[config.mk]
export PLATFORM = sky130hd
export DESIGN_NAME = dct_mem_sequencer
export DESIGN_NICKNAME = d
export VERILOG_FILES = /design/src/rtl/dct_seq_pkg.sv /design/src/rtl/dct_valid_delay.sv /design/src/rtl/dct_mem_sequencer.sv
export SDC_FILE = /design/constraint.sdc
export NUM_CORES = 1
export LEC_CHECK = 0
export ABC_AREA = 1
export CAP_MARGIN = 20
export CORE_MARGIN = 3
export CORE_UTILIZATION = 49
export CTS_CLUSTER_SIZE = 14
export DETAILED_ROUTE_END_ITERATION = 12
export HOLD_SLACK_MARGIN = 0.02
export PLACE_DENSITY = 0.72
export SYNTH_ARGS = -nofsm -noshare
export SYNTH_HDL_FRONTEND = slang
export SYNTH_HIERARCHICAL = 1
export SYNTH_SLANG_ARGS = --single-unit
[constraint.sdc]
create_clock -name clk -period 2.4 [get_ports clk]
set_clock_uncertainty 0.2 [all_clocks]
set_input_delay 0.48 -clock clk [delete_from_list [all_inputs] [get_ports clk]]
set_output_delay 0.48 -clock clk [all_outputs]
set_load 0.005 [all_outputs]
[src/rtl/dct_seq_pkg.sv]
// Shared definitions for the DCT memory sequencer: FSM state encoding and
// default parameter values used by the top level and its delay line.
package dct_seq_pkg;

    typedef enum logic [1:0] {
        ST_IDLE  = 2'd0,
        ST_READ  = 2'd1,
        ST_DRAIN = 2'd2,
        ST_FIN   = 2'd3
    } seq_state_e;

    localparam int DEF_ADDR_W  = 14;
    localparam int DEF_CA_W    = 4;
    localparam int DEF_RD_LAT  = 1;
    localparam int DEF_DCT_LAT = 16;

endpackage

[src/rtl/dct_valid_delay.sv]
// Valid-token delay line: a read issued now surfaces DEPTH cycles later as a
// write strobe, matching memory read latency plus DCT pipeline latency.
module dct_valid_delay
    import dct_seq_pkg::*;
#(
    parameter int DEPTH = DEF_RD_LAT + DEF_DCT_LAT
) (
    input  logic clk,
    input  logic reset,
    input  logic vld_in,
    output logic vld_out
);

    logic [DEPTH-1:0] vld_q;
    logic [DEPTH-1:0] vld_d;

    always_comb begin
        vld_d    = vld_q;
        vld_d[0] = vld_in;
        for (int i = 1; i < DEPTH; i++) begin
            vld_d[i] = vld_q[i-1];
        end
    end

    // Clearing the line on reset guarantees an aborted run emits no more writes.
    always_ff @(posedge clk) begin
        if (!reset) begin
            vld_q <= '0;
        end else begin
            vld_q <= vld_d;
        end
    end

    assign vld_out = vld_q[DEPTH-1];

endmodule

[src/rtl/dct_mem_sequencer.sv]
// Address/strobe sequencer that streams N blocks from the input memory through
// the DCT unit and writes the results, in order, to the output memory.
module dct_mem_sequencer
    import dct_seq_pkg::*;
#(
    parameter int ADDR_W  = DEF_ADDR_W,
    parameter int CA_W    = DEF_CA_W,
    parameter int RD_LAT  = DEF_RD_LAT,
    parameter int DCT_LAT = DEF_DCT_LAT
) (
    input  logic                   clk,
    input  logic                   reset,
    input  logic                   start,
    input  logic [ADDR_W-CA_W-1:0] num_blk,
    output logic                   busy,
    output logic                   done,
    output logic                   flag,
    output logic [ADDR_W-CA_W-1:0] RA_IN,
    output logic [CA_W-1:0]        CA_IN,
    output logic                   NCE_IN,
    output logic                   NWRT_IN,
    output logic [ADDR_W-CA_W-1:0] RA_OUT,
    output logic [CA_W-1:0]        CA_OUT,
    output logic                   NCE_OUT,
    output logic                   NWRT_OUT
);

    localparam int RA_W  = ADDR_W - CA_W;
    localparam int CNT_W = ADDR_W + 1;
    localparam int DLY   = RD_LAT + DCT_LAT;

    seq_state_e        state_q, state_d;
    logic [ADDR_W-1:0] rd_addr_q, rd_addr_d;
    logic [ADDR_W-1:0] wr_addr_q, wr_addr_d;
    logic [CNT_W-1:0]  rd_rem_q, rd_rem_d;
    logic [CNT_W-1:0]  wr_rem_q, wr_rem_d;
    logic              flag_q, flag_d;
    logic [RA_W:0]     eff_blk;
    logic [CNT_W-1:0]  run_len;
    logic              rd_issue;
    logic              wr_vld;

    // A zero block count means the whole address space: one extra MSB holds 2^RA_W.
    always_comb begin
        eff_blk = (num_blk == '0) ? {1'b1, {RA_W{1'b0}}} : {1'b0, num_blk};
        run_len = {eff_blk, {CA_W{1'b0}}};
    end

    assign rd_issue = (state_q == ST_READ);

    dct_valid_delay #(
        .DEPTH (DLY)
    ) u_valid_delay (
        .clk     (clk),
        .reset   (reset),
        .vld_in  (rd_issue),
        .vld_out (wr_vld)
    );

    always_comb begin
        state_d   = state_q;
        rd_addr_d = rd_addr_q;
        wr_addr_d = wr_addr_q;
        rd_rem_d  = rd_rem_q;
        wr_rem_d  = wr_rem_q;
        flag_d    = flag_q;

        if (wr_vld) begin
            wr_addr_d = wr_addr_q + ADDR_W'(1);
            wr_rem_d  = wr_rem_q - CNT_W'(1);
        end

        unique case (state_q)
            ST_IDLE: begin
                if (start) begin
                    state_d   = ST_READ;
                    rd_addr_d = '0;
                    wr_addr_d = '0;
                    rd_rem_d  = run_len;
                    wr_rem_d  = run_len;
                end
            end
            ST_READ: begin
                rd_addr_d = rd_addr_q + ADDR_W'(1);
                rd_rem_d  = rd_rem_q - CNT_W'(1);
                // The flip lands with the block's first word at the memory output.
                if (rd_addr_q[CA_W-1:0] == '0) begin
                    flag_d = ~flag_q;
                end
                if (rd_rem_q == CNT_W'(1)) begin
                    state_d = ST_DRAIN;
                end
            end
            ST_DRAIN: begin
                if (wr_vld && (wr_rem_q == CNT_W'(1))) begin
                    state_d = ST_FIN;
                end
            end
            ST_FIN: begin
                state_d = ST_IDLE;
            end
            default: begin
                state_d = ST_IDLE;
            end
        endcase
    end

    always_ff @(posedge clk) begin
        if (!reset) begin
            state_q   <= ST_IDLE;
            rd_addr_q <= '0;
            wr_addr_q <= '0;
            rd_rem_q  <= '0;
            wr_rem_q  <= '0;
            flag_q    <= 1'b1;
        end else begin
            state_q   <= state_d;
            rd_addr_q <= rd_addr_d;
            wr_addr_q <= wr_addr_d;
            rd_rem_q  <= rd_rem_d;
            wr_rem_q  <= wr_rem_d;
            flag_q    <= flag_d;
        end
    end

    assign busy            = (state_q != ST_IDLE);
    assign done            = (state_q == ST_FIN);
    assign flag            = flag_q;
    assign {RA_IN, CA_IN}  = rd_addr_q;
    assign NCE_IN          = ~rd_issue;
    assign NWRT_IN         = 1'b1;
    assign {RA_OUT, CA_OUT} = wr_addr_q;
    assign NCE_OUT         = ~wr_vld;
    assign NWRT_OUT        = ~wr_vld;

endmodule

==> results by group, run 1 <==
Run status
  – Status: finished, final reports clean

Timing
  – WHS: 0.206 ns
  – Fin Setup TNS: 0 ns
  – Final setup violating endpoints: 0
  – Final WS setup: 0.0843 ns
  – RSZ-0062 raised after global routing: no
  – Crit share post-route: 0.965
  – Hold Fails Final Rpt: 0
  – Fin. max-slew vios: 0
  – F_max: 432 MHz
  – Min Tclk post-route: 2.32 ns

Layout
  – Inserted Diodes: 0
  – Layout area overhead: 19.7%
  – Ratio of cells with drive above 1 in the final layout: 0.0671
  – # fillers: around 720
  – Nets: 645
  – Fin util: 0.619
  – Most frequent cells in the layout: nand2_1 (138), inv_1 (82), dfxtp_1 (76)
  – Commonest non-fill, non-tap cell in the layout: nand2_1
  – Final Instance Area: 0.00461 mm²

Power and ir drop
  – Leak Pwr: 2.12 nW
  – Pwr/cell area: 895 mW/mm²
  – VDD IR max: 0.643 mV

Hold path
  – Worst Hold Class: flip-flop to flip-flop
  – Worst hold start: u_valid_delay/vld_q[9]$_SDFF_PN0_
  – WHS Path Cells: 2
  – WHS Endpoint: u_valid_delay/vld_q[10]$_SDFF_PN0_

Clock tree
  – TritonCTS Buffers: 9
  – Clock-pin slew on the worst setup and hold paths: 0.09 ns
  – # H-tree levels: 3
  – Clock Sink Count: 78
  – CTS root buffer: clkbuf_8
  – Worst-Skew Late Latency: 0.34 ns
  – CTS Buffer Depth: 2
  – Post-CTS Setup Repair Bufs: 0
  – CTS tree: built

GRT
  – Antenna violations before repair: 0
  – Gr ovfl total: 0
  – Vias in the first global route: roughly 3300
  – GRT Overall Usage: 0.200
  – First-pass GRT wire length: ~14 mm
  – Pin count of the biggest net entering global routing: 31

Route
  – First-pass DRT Iterations: 4
  – Initial DRC count: 107
  – DR WL/cell: 11.6 µm
  – Routed Antenna Nets: 0
  – Final WL: 8.41 mm
  – Via density: between 4 and 5
  – Vias: 3557
  – # DRC: 0

Worst setup path
  – Reg2Reg Depth: 10
  – Setup crit end kind: primary output
  – CP Launch Type: flip-flop
  – Reg2reg start: state_q[0]$_SDFFE_PN0P_
  – FF-to-FF End: rd_addr_q[12]$_SDFFE_PN0P_
  – Crit Path Class: flip-flop to primary output
  – Reg2reg setup slack: 0.38 ns
  – Crit-path max FO: 12
  – Worst Path Arrival: 1.64 ns
  – CP required: approximately 1.7 ns

Logic synthesis
  – Post-Synthesis Cells: between 500 and 600
  – Synth warn: 6
  – Mapped Nets: 593
  – Register area share after synthesis: 0.405
  – Number of synthesized flops with an enable pin: 0
  – Most used DFF post-synth: dfxtp_1
  – Synth async-reset ratio: 0
  – Yosys cell types: 38
  – FF+latch count, synth: 78
  – Syn_area_per_cell: between 6 and 7 µm²
  – Netlist Area Pre-Place: around 0.0039 mm²

Die
  – Die area: 0.00897 mm²
  – I/O Pins: 48
  – Die Y: 94.7 µm
  – DIE WIDTH: 94.7 µm
  – Cell row count: 31
  – Starting Density: 0.517
  – Core area: 0.00745 mm²

Place
  – Post-detail-place hpwl: 6.28 mm
  – GP Congestion: around 0.94
  – Dpl ws: around 0.16 ns
  – Port Buf Inserts: 46
  – Placed Area: approximately 0.0044 mm²

Run
  – Max-cap viol count: 0
## logic make-up after synthesis
kind of cell	synth area share
and+or+nand+nor	0.309
buffers and inverters	0.107
AOI/OAI and AO/OA	0.119
DFF	0.405
adders and majority gates	0.0357
xor gates and xnor gates	0.0227
other	0.000973
## timing repair
action,in CTS,in global routing
endpoints found under the hold margin,0,0
hold buffers,0,0
gates resized for setup,1,2
endpoints found under the setup margin,1,2
## through the flow
step                      std cells  power [mW]
after CTS                       725        4.14
after global placement          709        3.19
after global routing            725        4.49
after detailed placement        709        3.22
after floorplan                 569        2.79
final                           725        4.13
## worst max path at each step
stage / start / endpoint / slack (ns) / depth (start not counted)
finish: state_q[1]$_SDFFE_PN0P_ / NCE_IN / 0.08 / 4
global route: state_q[0]$_SDFFE_PN0P_ / busy / 0.003 / 4
CTS: state_q[1]$_SDFFE_PN0P_ / NCE_IN / 0.02 / 4
floorplan: state_q[1]$_SDFFE_PN0P_ / NCE_IN / 0.55 / 5
global placement: start / rd_addr_q[12]$_SDFFE_PN0P_ / 0.22 / 10
detailed placement: start / rd_addr_q[12]$_SDFFE_PN0P_ / 0.16 / 10
## per-layer routing
| metal | part of all wire | routed length, µm | global-route usage | vias to the layer above |
|---|---|---|---|---|
| li1 | - | - | - | 1884 |
| met1 | 0.47 | 3970 | 0.270 | 1593 |
| met2 | 0.46 | 3900 | 0.318 | 70 |
| met3 | 0.051 | 433 | 0.0398 | 10 |
| met4 | 0.013 | 109 | 0.0745 | 0 |
| met5 | 0 | 0 | 0 | - |
## sequential cells by signal, summed over array words and instances, names as in the netlist
name	flops
wr_rem_q	15
rd_addr_q	14
flag	1
wr_addr_q	14
state_q	2
u_valid_delay/vld_q	17
rd_rem_q	15
## critical path: stages (launching register included)
cell and delay [ns]:
dfxtp_2 0.36, inv_1 0.06, ha_1 0.22, inv_4 0.14, clkdlybuf4s50_1 0.52
## cells in the mapped netlist, types with 2 or more instances
library cell	instances	share of area
nand3_1	36	0.047
a21oi_1	46	0.060
ha_1	11	0.036
nor2_1	74	0.072
nor2_2	5	0.0081
inv_2	2	0.0019
xnor2_1	2	0.0045
clkbuf_1	6	0.0058
nor3_1	10	0.013
xor2_1	8	0.018
o21a_1	2	0.0039
or2_0	2	0.0032
dfxtp_1	78	0.41
nand4_1	5	0.0081
nand2_1	138	0.13
inv_1	82	0.080
buf_4	3	0.0058
buf_2	5	0.0065
and3_1	2	0.0032
o21ai_0	34	0.044
## report_power, final
| group | switching [mW] | internal [mW] | leakage, nW | total (mW) |
|---|---|---|---|---|
| clock | 0.490 | 0.407 | 0.0849 | 0.897 |
| sequential | 0.145 | 1.46 | 0.634 | 1.60 |
| combinational | 1.03 | 0.600 | 1.40 | 1.63 |
## area by class of cell
cell class | instances | area, µm² | share of cell area
timing repair buffer | 57 | 543 | 0.118
inverter | 84 | 318 | 0.0689
clock buffer | 10 | 138 | 0.0298
clock inverter | 6 | 45.0 | 0.00977
sequential | 78 | 1560 | 0.339
tap | 99 | 124 | 0.0269
multi-input combinational | 391 | 1880 | 0.408
(Power assumes the default switching activity.)
==> inputs of run 2 (changes only) <==
--- a/config.mk
+++ b/config.mk
@@ -6,7 +6,7 @@
 export NUM_CORES = 1
 export LEC_CHECK = 0
 export ABC_AREA = 1
-export CAP_MARGIN = 20
+export CAP_MARGIN = 15
 export CORE_MARGIN = 3
 export CORE_UTILIZATION = 49
 export CTS_CLUSTER_SIZE = 14
==> results of run 2 <==
Same layout as run 1: the final DEF is identical, and so are final timing and power.
==> inputs of run 3 (changes only) <==
--- a/config.mk
+++ b/config.mk
@@ -12,7 +12,9 @@
 export CTS_CLUSTER_SIZE = 14
 export DETAILED_ROUTE_END_ITERATION = 12
 export HOLD_SLACK_MARGIN = 0.02
-export PLACE_DENSITY = 0.72
+export PLACE_DENSITY = 0.78
+export SKIP_CTS_REPAIR_TIMING = 1
+export SLEW_MARGIN = 25
 export SYNTH_ARGS = -nofsm -noshare
 export SYNTH_HDL_FRONTEND = slang
 export SYNTH_HIERARCHICAL = 1
==> run 3 against run 2 <==
  * Critical path depth stayed put
  * Count of clock-buffer cells in the layout is 1 lower
  * Sequential power hardly changed
  * Setup slack better by 0.060 ns
  * Worst hold slack better by 0.00071 ns
  * Final cell count stayed put
  * Flip-flop and latch count stayed put
  * Register-to-register slack better by 0.04 ns
  * Power is 2.4% higher
  * Largest cell class unchanged
  * Global-route usage is 0.60 points higher
  * First-iteration DRC count is 63% higher
  * Clock power is 13% higher
==> results by group, run 3 (same netlist as run 1, synthesis figures left out) <==
Timing
  – F_max: about 440 MHz
  – Final setup violating endpoints: 0
  – Hold Fails Final Rpt: 0
  – Fin. max-slew vios: 0
  – Fin Setup TNS: 0 ns
  – RSZ-0062 raised after global routing: no
  – Crit share post-route: 0.940
  – Min Tclk post-route: 2.26 ns

Worst setup path
  – Setup crit end: busy
  – Crit-path max FO: 4
  – Cell repeated most along the worst path: inv_1
  – Reg2Reg Depth: 8
  – Buf/Inv on CP: 3
  – Top delay family on crit path: buffers and inverters
  – CP required: 1.72 ns
  – Reg2reg start: state_q[0]$_SDFFE_PN0P_
  – Worst Path Arrival: approximately 1.6 ns
  – CP max stage delay: slightly above 0.5 ns
  – CP startpoint: state_q[0]$_SDFFE_PN0P_
  – Reg2reg setup slack: 0.42 ns
  – Slowest stage cell, crit path: clkdlybuf4s50_1
  – CP cell instances: inv_1 -> ha_2 -> inv_1 -> clkdlybuf4s50_1
  – CP Launch Type: flip-flop
  – Crit Path Class: flip-flop to primary output
  – Levels on crit path: 4
  – FF-to-FF End: wr_addr_q[9]$_SDFF_PN0_
  – Setup crit end kind: primary output

Layout
  – Largest regs: u_valid_delay/vld_q: 17 flops, rd_rem_q: 15 flops, wr_rem_q: 15 flops
  – Layout area overhead: 20.2%
  – Inserted Diodes: 0
  – Register area: 0.00156 mm²
  – Multi-input gate area: 0.00188 mm²
  – Largest reg by FF count: u_valid_delay/vld_q
  – Nets: 645
  – Ratio of cells with drive above 1 in the final layout: 0.0687
  – Largest register FFs: 17
  – Most frequent cells in the layout: nand2_1 (138), inv_1 (82), dfxtp_1 (76)
  – # fillers: approximately 680
  – Fin cells: 725
  – Commonest non-fill, non-tap cell in the layout: nand2_1

GRT
  – Pin count of the biggest net entering global routing: 24
  – M3 GR Usage: 0.0375
  – Vias in the first global route: 3472
  – GR Util met1: 0.256
  – GRT Overall Usage: 0.206
  – Antenna violations before repair: 0
  – Met2 usage: 0.351
  – Top Usage Layer GRT: met2
  – Gr ovfl total: 0
  – First-pass GRT wire length: roughly 15 mm

Clock tree
  – Clock-pin slew on the worst setup and hold paths: around 0.090 ns
  – CTS Buffer Depth: 2
  – CTS root buffer: clkbuf_8
  – Worst-Skew Late Latency: 0.35 ns
  – # H-tree levels: 3
  – Clock Sink Count: 78
  – TritonCTS Buffers: 9
  – CTS tree: built

Route
  – Final WL: 8.37 mm
  – DR WL/cell: 11.5 µm
  – Routed Antenna Nets: 0
  – Initial DRC count: 174
  – # DRC: 0
  – First-pass DRT Iterations: 4
  – Vias: 3621
  – Via density: 4.99

Place
  – Port Buf Inserts: 46
  – GP Congestion: around 0.87
  – Post-detail-place hpwl: 6.21 mm
  – Placed cells: 709

Die
  – Die area: 0.00897 mm²
  – Die Y: 94.7 µm
  – DIE WIDTH: 94.7 µm
  – I/O Pins: 48
  – Cell row count: 31
  – Core area: 0.00745 mm²
  – Starting Density: 0.517

Run
  – Max-cap viol count: 0

Power and ir drop
  – Leak Pwr: between 2 and 2.5 nW
  – Pwr/cell area: 913 mW/mm²
  – VDD IR max: 0.672 mV

Hold path
  – Worst Hold Class: flip-flop to flip-flop

Run status
  – Status: finished, final reports clean
run 3: cell types whose count changed in the layout (fill, tap and decap cells not counted), sizes merged:
| cell | previous run | this run |
|---|---|---|
| clkinvlp | 3 | 1 |
| bufinv | 0 | 1 |
| inv | 85 | 87 |
| clkbuf | 10 | 9 |
run 3: routing by layer:
metal	part of all wire	up-vias	wire length, µm
li1	-	1888	-
met1	0.46	1660	3860
met2	0.49	62	4130
met3	0.031	11	260
met4	0.014	0	116
met5	0	-	0
run 3: how the worst min path moves through the flow:
stage	from	end	slack [ns]	depth (start not counted)
after floorplan	u_valid_delay/vld_q[14]$_SDFF_PN0_	u_valid_delay/vld_q[15]$_SDFF_PN0_	0.19	2
after global placement	u_valid_delay/vld_q[7]$_SDFF_PN0_	u_valid_delay/vld_q[8]$_SDFF_PN0_	0.19	2
after detailed placement	u_valid_delay/vld_q[15]$_SDFF_PN0_	u_valid_delay/vld_q[16]$_SDFF_PN0_	0.20	2
after CTS	u_valid_delay/vld_q[12]$_SDFF_PN0_	u_valid_delay/vld_q[13]$_SDFF_PN0_	0.21	2
after global routing	u_valid_delay/vld_q[15]$_SDFF_PN0_	u_valid_delay/vld_q[16]$_SDFF_PN0_	0.23	2
final	u_valid_delay/vld_q[12]$_SDFF_PN0_	u_valid_delay/vld_q[13]$_SDFF_PN0_	0.21	2
run 3: worst register-to-register path, stage by stage (launching register included):
cell and delay (ns):
dfxtp_2 0.36, inv_1 0.07, ha_2 0.21, nand2_1 0.14, inv_1 0.09, nor2_2 0.31
inv_1 0.23, buf_4 0.21, a21oi_1 0.11
run 3: final cells by class:
| class | count | share of cell area |
|---|---|---|
| flip-flops and latches | 78 | 0.338 |
| multi-input cells | 391 | 0.406 |
| clock buffers | 9 | 0.0267 |
| clock inverters | 7 | 0.0173 |
| inverters | 84 | 0.0681 |
| repair buffers | 57 | 0.117 |
| well taps | 99 | 0.0267 |
run 3: through the flow:
| step | setup slack (ns) | hold WS, ns | util | area, µm² | power, mW |
|---|---|---|---|---|---|
| after floorplan | 0.550 | 0.186 | - | 3850 | 2.79 |
| after global placement | 0.152 | 0.194 | 0.594 | 4420 | 3.18 |
| after detailed placement | 0.0814 | 0.197 | 0.594 | 4420 | 3.22 |
| after CTS | 0.00625 | 0.214 | 0.621 | 4630 | 4.25 |
| after global routing | 0.0537 | 0.233 | 0.622 | 4630 | 4.59 |
| final | 0.144 | 0.207 | 0.622 | 4630 | 4.23 |
run 3: report_power, final:
group	internal, mW	total [mW]	switching, mW
registers	1.46	1.60	0.144
clock network	0.495	1.01	0.513
logic	0.609	1.62	1.01
